## src/rtl/cic_upsample.sv

```systemverilog
// rtl/cic_upsample.sv - CIC interpolator: input-rate comb section, zero-stuff by R, clk-rate integrators
//
// Ports:
//   clk        clock
//   rst        synchronous active-high reset
//   in_valid   input sample present
//   in_ready   block can accept a sample this cycle
//   in_data    signed WIDTH_IN input sample
//   out_valid  one-cycle strobe, out_data is a new output sample
//   out_data   signed WIDTH_OUT interpolated sample

module cic_upsample #(
    parameter int WIDTH_IN  = 16,
    parameter int R         = 8,
    parameter int M         = 1,
    parameter int STAGES    = 3,
    localparam int WIDTH_OUT = WIDTH_IN + STAGES * $clog2(R * M)
) (
    input  logic                 clk,
    input  logic                 rst,
    input  logic                 in_valid,
    output logic                 in_ready,
    input  logic [WIDTH_IN-1:0]  in_data,
    output logic                 out_valid,
    output logic [WIDTH_OUT-1:0] out_data
);

    localparam int PW = $clog2(R);
    localparam logic [PW-1:0] PHASE_LAST = PW'(R - 1);

    // Comb delay lines, one M-deep line per stage; index 0 is the newest entry.
    logic [WIDTH_OUT-1:0] dly_q   [STAGES][M];
    logic [WIDTH_OUT-1:0] dly_d   [STAGES][M];
    logic [WIDTH_OUT-1:0] comb_q;
    logic [WIDTH_OUT-1:0] comb_d;
    logic [WIDTH_OUT-1:0] integ_q [STAGES];
    logic [WIDTH_OUT-1:0] integ_d [STAGES];
    logic [PW-1:0]        phase_q;
    logic [PW-1:0]        phase_d;
    logic                 busy_q;
    logic                 busy_d;
    logic                 out_valid_q;
    logic                 out_valid_d;

    // Comb chain: c[0] is the sign-extended input, c[STAGES] the comb result.
    logic [WIDTH_OUT-1:0] c [STAGES+1];
    logic [WIDTH_OUT-1:0] x;
    logic                 tick;
    logic                 accept;

    assign tick     = busy_q;
    // A new sample may land on the last tick of the current one so the
    // integrators see a continuous zero-stuffed stream.
    assign in_ready = !busy_q || (phase_q == PHASE_LAST);
    assign accept   = in_valid && in_ready;

    always_comb begin
        c[0] = {{(WIDTH_OUT - WIDTH_IN){in_data[WIDTH_IN-1]}}, in_data};
        for (int s = 0; s < STAGES; s++) begin
            c[s+1] = c[s] - dly_q[s][M-1];
        end
    end

    always_comb begin
        dly_d       = dly_q;
        comb_d      = comb_q;
        integ_d     = integ_q;
        phase_d     = phase_q;
        busy_d      = busy_q;
        out_valid_d = tick;
        x           = '0;

        if (tick) begin
            // Zero-stuffing: the comb output enters only on phase 0.
            x = (phase_q == '0) ? comb_q : '0;
            integ_d[0] = integ_q[0] + x;
            for (int j = 1; j < STAGES; j++) begin
                integ_d[j] = integ_q[j] + integ_q[j-1];
            end
            phase_d = phase_q + PW'(1);
            if (phase_q == PHASE_LAST) begin
                busy_d = 1'b0;
            end
        end

        if (accept) begin
            for (int s = 0; s < STAGES; s++) begin
                for (int k = M - 1; k > 0; k--) begin
                    dly_d[s][k] = dly_q[s][k-1];
                end
                dly_d[s][0] = c[s];
            end
            comb_d  = c[STAGES];
            phase_d = '0;
            busy_d  = 1'b1;
        end
    end

    always_ff @(posedge clk) begin
        if (rst) begin
            for (int s = 0; s < STAGES; s++) begin
                for (int k = 0; k < M; k++) begin
                    dly_q[s][k] <= '0;
                end
                integ_q[s] <= '0;
            end
            comb_q      <= '0;
            phase_q     <= '0;
            busy_q      <= 1'b0;
            out_valid_q <= 1'b0;
        end else begin
            dly_q       <= dly_d;
            integ_q     <= integ_d;
            comb_q      <= comb_d;
            phase_q     <= phase_d;
            busy_q      <= busy_d;
            out_valid_q <= out_valid_d;
        end
    end

    assign out_valid = out_valid_q;
    assign out_data  = integ_q[STAGES-1];

endmodule

```

## config.mk

```make
export PLATFORM = sky130hd
export DESIGN_NAME = cic_upsample
export DESIGN_NICKNAME = d
export VERILOG_FILES = /design/src/rtl/cic_upsample.sv
export SDC_FILE = /design/constraint.sdc
export NUM_CORES = 1
export LEC_CHECK = 0
export CAP_MARGIN = 40
export CORE_UTILIZATION = 68
export DETAILED_ROUTE_END_ITERATION = 16
export PLACE_DENSITY = 0.89
export SLEW_MARGIN = 40
export SYNTH_ARGS = -nofsm -noshare
export SYNTH_HDL_FRONTEND = slang
export SYNTH_SLANG_ARGS = --single-unit
export TNS_END_PERCENT = 30
```

## constraint.sdc

```tcl
create_clock -name clk -period 10.7 [get_ports clk]
set_clock_uncertainty 0.05 [all_clocks]
set_input_delay 2.14 -clock clk [delete_from_list [all_inputs] [get_ports clk]]
set_output_delay 2.14 -clock clk [all_outputs]
set_load 0.01 [all_outputs]
```

After elaboration in Yosys (flattened, before gate mapping)
Cells that the tools add are included.

Register bits after elaboration: 171. Output and inout bits: 27. Word-level logic and storage cells: 27.

$add $sub $neg: 7. Eq/ne operators: 1. Mux-type cells: 4. Reductions and logical operators: 5.

Operators by type and width (count): $add A25 B25 Y25 (3); $sub A25 B25 Y25 (2); $mux W25 (1); $sub A16 B16 Y17 (1); $add A3 B1 Y3 const B (1); $eq A3 B3 Y1 const B (1); $logic_not A3 Y1 (1); $mux W1 (3); $reduce_or A2 Y1 (1); $logic_and A1 B1 Y1 (1); $logic_not A1 Y1 (1); $logic_or A1 B1 Y1 (1).

Longest topological paths before layout
Gate-level depths: netlist of the first run.

Depth after elaboration: 4. Gate-level depth with buffers: 27.

Least setup slack after synthesis of the first run
No wires, ideal clock.

Kind: input-to-reg. Start: input in_data[0]. End: register comb_q[24]. Data arrival time: 6731 ps. Data required time: 10517 ps. Slack: 3786 ps. Stages: 26. Path through: inv_1 ha_1 fa_1 nor2b_1 o21a_1 o21ai_0 a211o_1 nor3b_1 xnor2_1 ha_1 nand3_1 a211oi_1 o41a_1 or2_1 a21oi_1 xnor2_1 ha_1 nand2_1 a21oi_1 nand3_1 a2bb2oi_1 o211ai_1 a221oi_1 xor2_1 xnor2_1 a21oi_1.

RTL lines: from (decl) (RTL line 23) `input logic [WIDTH_IN-1:0] in_data,`; to (signal assigned) (RTL line 114) `comb_q <= comb_d;`; to (decl) (RTL line 34) `logic [WIDTH_OUT-1:0] comb_q;`.

==> metrics.md, run 1 <==
| Metric | Value |
|---|---|
| Die W | `136 µm` |
| Post-CTS setup buffers | `0` |
| Detailed placement HPWL | `18.5 mm` |
| Critical path class | `primary input to register` |
| Gate Count Post-Synth | `1544` |
| Tmin final | `7.76 ns` |
| DR vias | `10900` |
| CP startpoint kind | `primary input` |
| Slowest stage cell, crit path | `o41ai_1` |
| Post-cts hold buffer count | `0` |
| Placer Congestion | `0.959` |
| Initial Util | `70.0%` |
| Top FF cell, synth | `dfxtp_1` |
| Clock Latency Late Sink | `0.44 ns` |
| Post-synthesis async set-or-reset flop share | `0%` |
| Clock group share of total power | `23.6%` |
| Post-cts sizing count | `0` |
| Outcome | `finished, final reports clean` |
| Remaining antenna violation count | `0` |
| Total congestion overflow | `0` |
| Mapped Nets | `1701` |
| Fin crit share | `72.5%` |
| Synth Register Bits | `163` |
| First-pass GRT wire length | `45.6 mm` |
| Worst-Margin Slew | `0.837 ns` |
| Max-slew violations | `0` |
| Num ports | `46` |
| Rows | `48` |
| Mapped Area | `0.0122 mm²` |
| Wire per inst | `15.3 µm` |
| Pint | `1.57 mW` |
| Area Growth Syn to Fin | `7.84%` |
| Leading cell types by total area after synthesis | `dfxtp_1 27%, ha_1 14%, a21oi_1 6.5%` |
| Clk buf depth | `2` |
| Vias/cell | `6.17` |
| Critical Path Source | `in_data[1]` |
| Final hold violation count | `0` |
| Initial DRC count | `636` |
| Overall Power | `2.58 mW` |
| Pwr dens | `197 mW/mm²` |
| Sw Pwr | `1.01 mW` |
| Cell with the most instances after synthesis | `nand2_1` |
| Remaining DRCs | `0` |
| Clock Tree Root | `clkbuf_16` |
| R2R setup slack | `4.72 ns` |
| Min-delay src | `comb_q[10]` |
| Max-Slew Margin vs Limit | `44.2%` |
| TNS Setup | `0 ns` |
| Final nets | `1685` |
| Die height | `136 µm` |
| Yosys top cell area share | `26.8%` |
| Avg Cell Area, Syn | `7.87 µm²` |
| CP bufs+invs | `2` |
| LEAKAGE | `5.78 nW` |
| Number of global-route vias before repair | `10500` |
| Leading area contributor after synthesis | `dfxtp_1` |
| Die area | `0.0184 mm²` |
| Number of synthesized flops with an enable pin | `0` |
| # Max-Cap Violations | `0` |
| RSZ-0062 raised after global routing | `no` |
| Post-synth cell types | `66` |
| GRT Util Overall | `30.0%` |
| Seq pwr share | `28.6%` |
| Largest net degree at the start of global routing | `97` |
| Antenna violations before repair | `0` |
| Family with the most delay on the worst path | `compound AO/OA/AOI/OAI gates` |
| Synth top cells by count | `175 x nand2_1, 163 x dfxtp_1, 157 x a21oi_1` |
| CTS HTree Levels | `4` |
| Hold crit path type | `register to register` |
| CTS tree | `done` |
| CTS sink count | `163` |
| CP Capture Type | `register` |
| Ys Warns | `0` |
| Fmax | `0.129 GHz` |
| Total core area | `0.0174 mm²` |
| CP max stage delay | `0.61 ns` |
| Clock-pin slew on the worst setup and hold paths | `0.06 ns` |
| Crit-path max FO | `6` |
| Combinational Power Share | `47.8%` |
| Ratio of cells with drive above 1 in the final layout | `4.15%` |
| Ant. Diodes | `0` |
| Reg2reg start | `dly_q[51]` |
| Sequential area share after synthesis | `26.8%` |
| VDD IR-drop max | `0.141 mV` |
| CTS Buf Count | `17` |
| Crit-path cells | `clkdlybuf4s50_1 > ha_1 > nor2b_1 > o31a_1 > o41ai_1 > o211ai_1 > a41oi_1 > o21ai_0 > xor2_1 > ha_1 > inv_1 > nor3_1 > o21a_1 > nor2_1 > ha_1 > a21o_1 > a21o_1 > a21oi_1 > o21ai_0 > a21o_1 > a221oi_1 > xor2_1 > xnor2_1 > a21oi_1` |
| Final setup violation count | `0` |
| CP required | `10.95 ns` |
| PortBufs | `45` |
| Drt first pass iters | `5` |
| Drt total wl | `27.0 mm` |
| Crit path DAT | `8.01 ns` |
| Switching Share | `39.3%` |
==> worst min-delay path, cell delays in order (launching register included) <==
cell	delay (ns)
dfxtp_1	0.31
nand2_1	0.05
a21oi_1	0.05
==> power groups by stage <==
stage          clock network (mW)  logic, mW  registers, mW
4_1_cts                     0.612       1.21          0.738
6_report                    0.608       1.23          0.738
5_1_grt                     0.634       1.36          0.748
2_1_floorplan                   0      0.994          0.734
3_3_place_gp                    0       1.16          0.746
3_5_place_dp                    0       1.20          0.751
==> routing by layer <==
| layer | vias to the layer above | wire, µm | GRT usage [%] | part of all wire, % |
|---|---|---|---|---|
| met1 | 5078 | 11300 | 32.5 | 42 |
| met4 | 0 | 703 | 13.6 | 2.6 |
| met3 | 67 | 1140 | 5.01 | 4.2 |
| met5 | - | 0 | 0 | 0 |
| li1 | 5427 | - | - | - |
| met2 | 318 | 13900 | 56.3 | 51 |
==> state kept, by name, indices dropped and copies added (netlist names) <==
register and flops:
busy_q 1, phase_q 3, out_valid 1, integ_q 50, out_data 25, comb_q 25
dly_q 58
==> path summary, 6_finish.rpt <==
check,to,cells after the start
min reg2reg,comb_q[10],2
max,comb_q[24],24
min,comb_q[10],2
max reg2reg,comb_q[24],24
==> layout make-up <==
cell class,instances,area [µm²]
multi-input cells,1200,8120
fillers,1253,4250
flip-flops and latches,163,3260
repair buffers,51,500
clock buffers,22,484
inverters,95,357
well taps,225,282
clock inverters,10,98.8
==> cell usage in the layout (no fill, tap or decap), drive strengths merged, types with 6 or more instances in the layout <==
cell and count:
nand2 175, dfxtp 163, a21oi 157, ha 132, nor2 124, inv 96, xnor2 63, a21o 62
o21ai 53, clkdlybuf4s50 44, mux2i 38, nor3 29, a211oi 29, xor2 28, nand3 28, and2 25
clkbuf 22, a31oi 20, o21a 20, nor2b 19, and3 19, nand2b 17, nand4 17, o21bai 13
o31ai 10, a31o 8, nor3b 7, or4 7, or2 7, buf 7, fa 6, a41oi 6
clkinv 6
==> cells by family after synthesis <==
logic type                 synth area share (%)
adders and majority gates                  14.6
muxes                                      3.13
DFF                                        26.8
and+or+nand+nor                            19.3
xor gates and xnor gates                   6.56
AOI/OAI and AO/OA                          23.3
buffers and inverters                      6.36
==> through the flow <==
step	instances	util, %	cell area, µm²	worst slack, ns	hold slack, ns
after global placement	1734	72.1	12500	2.92	0.383
final	1766	75.5	13100	2.94	0.397
after global routing	1766	75.5	13100	2.62	0.411
after floorplan	1544	-	12200	3.79	0.377
after CTS	1766	75.5	13100	3.11	0.398
after detailed placement	1734	72.2	12500	2.71	0.391
Power figures use the tool's default switching activity.
==> inputs of run 2 (changes only) <==
CORE_UTILIZATION = 57   (was 68)
PLACE_DENSITY = 0.79   (was 0.89)
clock period = 6.9 ns   (was 10.7 ns; I/O delays follow)
==> metrics.md, run 2 (same netlist as run 1, synthesis figures left out) <==
| Metric | Value |
|---|---|
| Largest net degree at the start of global routing | `94` |
| CP startpoint kind | `primary input` |
| Die height | `148 µm` |
| Area Growth Syn to Fin | `9.80%` |
| CTS sink count | `163` |
| Pint | `2.54 mW` |
| CTS HTree Levels | `4` |
| Clk buf depth | `2` |
| CTS tree | `done` |
| Initial DRC count | `542` |
| Rows | `53` |
| Num ports | `46` |
| Worst-Margin Slew | `0.843 ns` |
| GRT Util Overall | `24.1%` |
| DR vias | `10500` |
| Total congestion overflow | `0` |
| CP Capture Type | `register` |
| Tmin final | `6.58 ns` |
| PortBufs | `45` |
| Final hold violation count | `0` |
| Antenna violations before repair | `0` |
| Final nets | `1704` |
| Clock Tree Root | `clkbuf_16` |
| Post-CTS setup buffers | `0` |
| Clock Latency Late Sink | `0.43 ns` |
| Crit-path max FO | `3` |
| Post-cts hold buffer count | `0` |
| CP Depth | `27` |
| Fmax | `0.152 GHz` |
| Drt first pass iters | `4` |
| Reg2reg end | `comb_q[24]` |
| Family with the most delay on the worst path | `compound AO/OA/AOI/OAI gates` |
| Multi-input gate area | `0.00813 mm²` |
| Remaining antenna violation count | `0` |
| Switching Share | `38.2%` |
| Reg area | `0.00327 mm²` |
| Number of global-route vias before repair | `9990` |
| Placer Congestion | `0.914` |
| Seq pwr share | `27.9%` |
| Die area | `0.0219 mm²` |
| Ratio of cells with drive above 1 in the final layout | `5.38%` |
| Die W | `148 µm` |
| Remaining DRCs | `0` |
| # Max-Cap Violations | `0` |
| LEAKAGE | `5.89 nW` |
| CP max stage delay | `0.47 ns` |
| Slowest stage cell, crit path | `clkdlybuf4s50_1` |
| VDD IR-drop max | `0.188 mV` |
| # fillers | `1822` |
| Clock group share of total power | `24.3%` |
| Combinational Power Share | `47.8%` |
| PnR worst setup slack | `0.319 ns` |
| Commonest non-fill, non-tap cells in the layout | `174 x nand2_1, 162 x dfxtp_1, 157 x a21oi_1, 132 x ha_1, 124 x nor2_1` |
| Total core area | `0.0210 mm²` |
| Sw Pwr | `1.57 mW` |
| CP bufs+invs | `2` |
| Commonest non-fill, non-tap cell in the layout | `nand2_1` |
| Crit path DAT | `6.82 ns` |
| TNS Setup | `0 ns` |
| Ant. Diodes | `0` |
| RSZ-0062 raised after global routing | `no` |
| Min-delay src | `comb_q[18]` |
| Final setup violation count | `0` |
| Max-slew violations | `0` |
| Wire per inst | `14.0 µm` |
| WHS Path Cells | `2` |
| Placed cells | `1803` |
| DP Worst Slack | `-0.0715 ns` |
| Drt total wl | `25.6 mm` |
| First-pass GRT wire length | `44.3 mm` |
| Outcome | `finished, final reports clean` |
| Largest register FFs | `58` |
| Hold Crit Endpoint | `comb_q[18]` |
| Reg2reg start | `dly_q[51]` |
| Reg2Reg Depth | `25` |
| CP required | `7.14 ns` |
| R2R setup slack | `1.45 ns` |
| Post-cts sizing count | `0` |
| Top flop regs | `dly_q (58), integ_q (50)` |
| Hold crit path type | `register to register` |
| Critical path class | `primary input to register` |
| Vias/cell | `5.72` |
| CTS Buf Count | `17` |
| Clock-pin slew on the worst setup and hold paths | `0.07 ns` |
| Max-Slew Margin vs Limit | `43.8%` |
| Detailed placement HPWL | `18.6 mm` |
| Fin crit share | `95.4%` |
| Initial Util | `58.0%` |
| Biggest register | `dly_q` |
| Layout Cells excl Fill | `1835` |
| Critical Path Source | `in_data[0]` |
| Pwr dens | `308 mW/mm²` |
==> run 2: cell count changes in the layout (fill, tap and decap cells not counted), moves of 2 or more <==
cell       delta
clkbuf_8      -3
inv_6         +3
bufinv_16     +2
buf_4        +20
==> run 2: stage by stage <==
stage | hold WS (ns) | cell area (µm²) | total power, mW | utilization (%)
5_1_grt | 0.417 | 13300 | 4.41 | 63.7
3_5_place_dp | 0.391 | 12700 | 3.10 | 60.8
2_1_floorplan | 0.377 | 12200 | 2.68 | -
6_report | 0.401 | 13300 | 4.11 | 63.7
4_1_cts | 0.400 | 13300 | 4.11 | 63.7
3_3_place_gp | 0.383 | 12700 | 3.06 | 60.7
==> run 2: power by group through the flow <==
stage	registers (mW)	logic, mW	clock network [mW]
floorplan	1.14	1.54	0
global placement	1.16	1.90	0
detailed placement	1.17	1.94	0
CTS	1.14	1.95	1.01
global route	1.16	2.19	1.06
finish	1.14	1.96	0.998
==> run 2: how the worst max path moves through the flow <==
stage / to / slack (ns)
global placement: comb_q[24] / 0.05
floorplan: comb_q[24] / 0.75
finish: comb_q[24] / 0.32
CTS: comb_q[24] / 0.36
detailed placement: comb_q[24] / -0.07
global route: comb_q[24] / 0.03
==> run 2: cell type report <==
class                      count  area share [%]
multi-input combinational   1200            60.9
clock inverter                14            1.31
sequential                   163            24.5
tap                          275            2.58
clock buffer                  18            3.29
timing repair buffer          70            4.79
inverter                      95            2.67
==> run 2: metal layers <==
layer | vias to the layer above | GRT usage, % | routed length [µm]
met2 | 149 | 44.9 | 13000
li1 | 5463 | - | -
met4 | 0 | 7.22 | 360
met3 | 33 | 3.92 | 721
met5 | - | 0 | 0
met1 | 4848 | 27.9 | 11500
==> run 2: tightest hold or removal path, cell delays in order, from the launching register on <==
cell	delay (ns)
dfxtp_1	0.31
nand2_1	0.05
a21oi_1	0.05
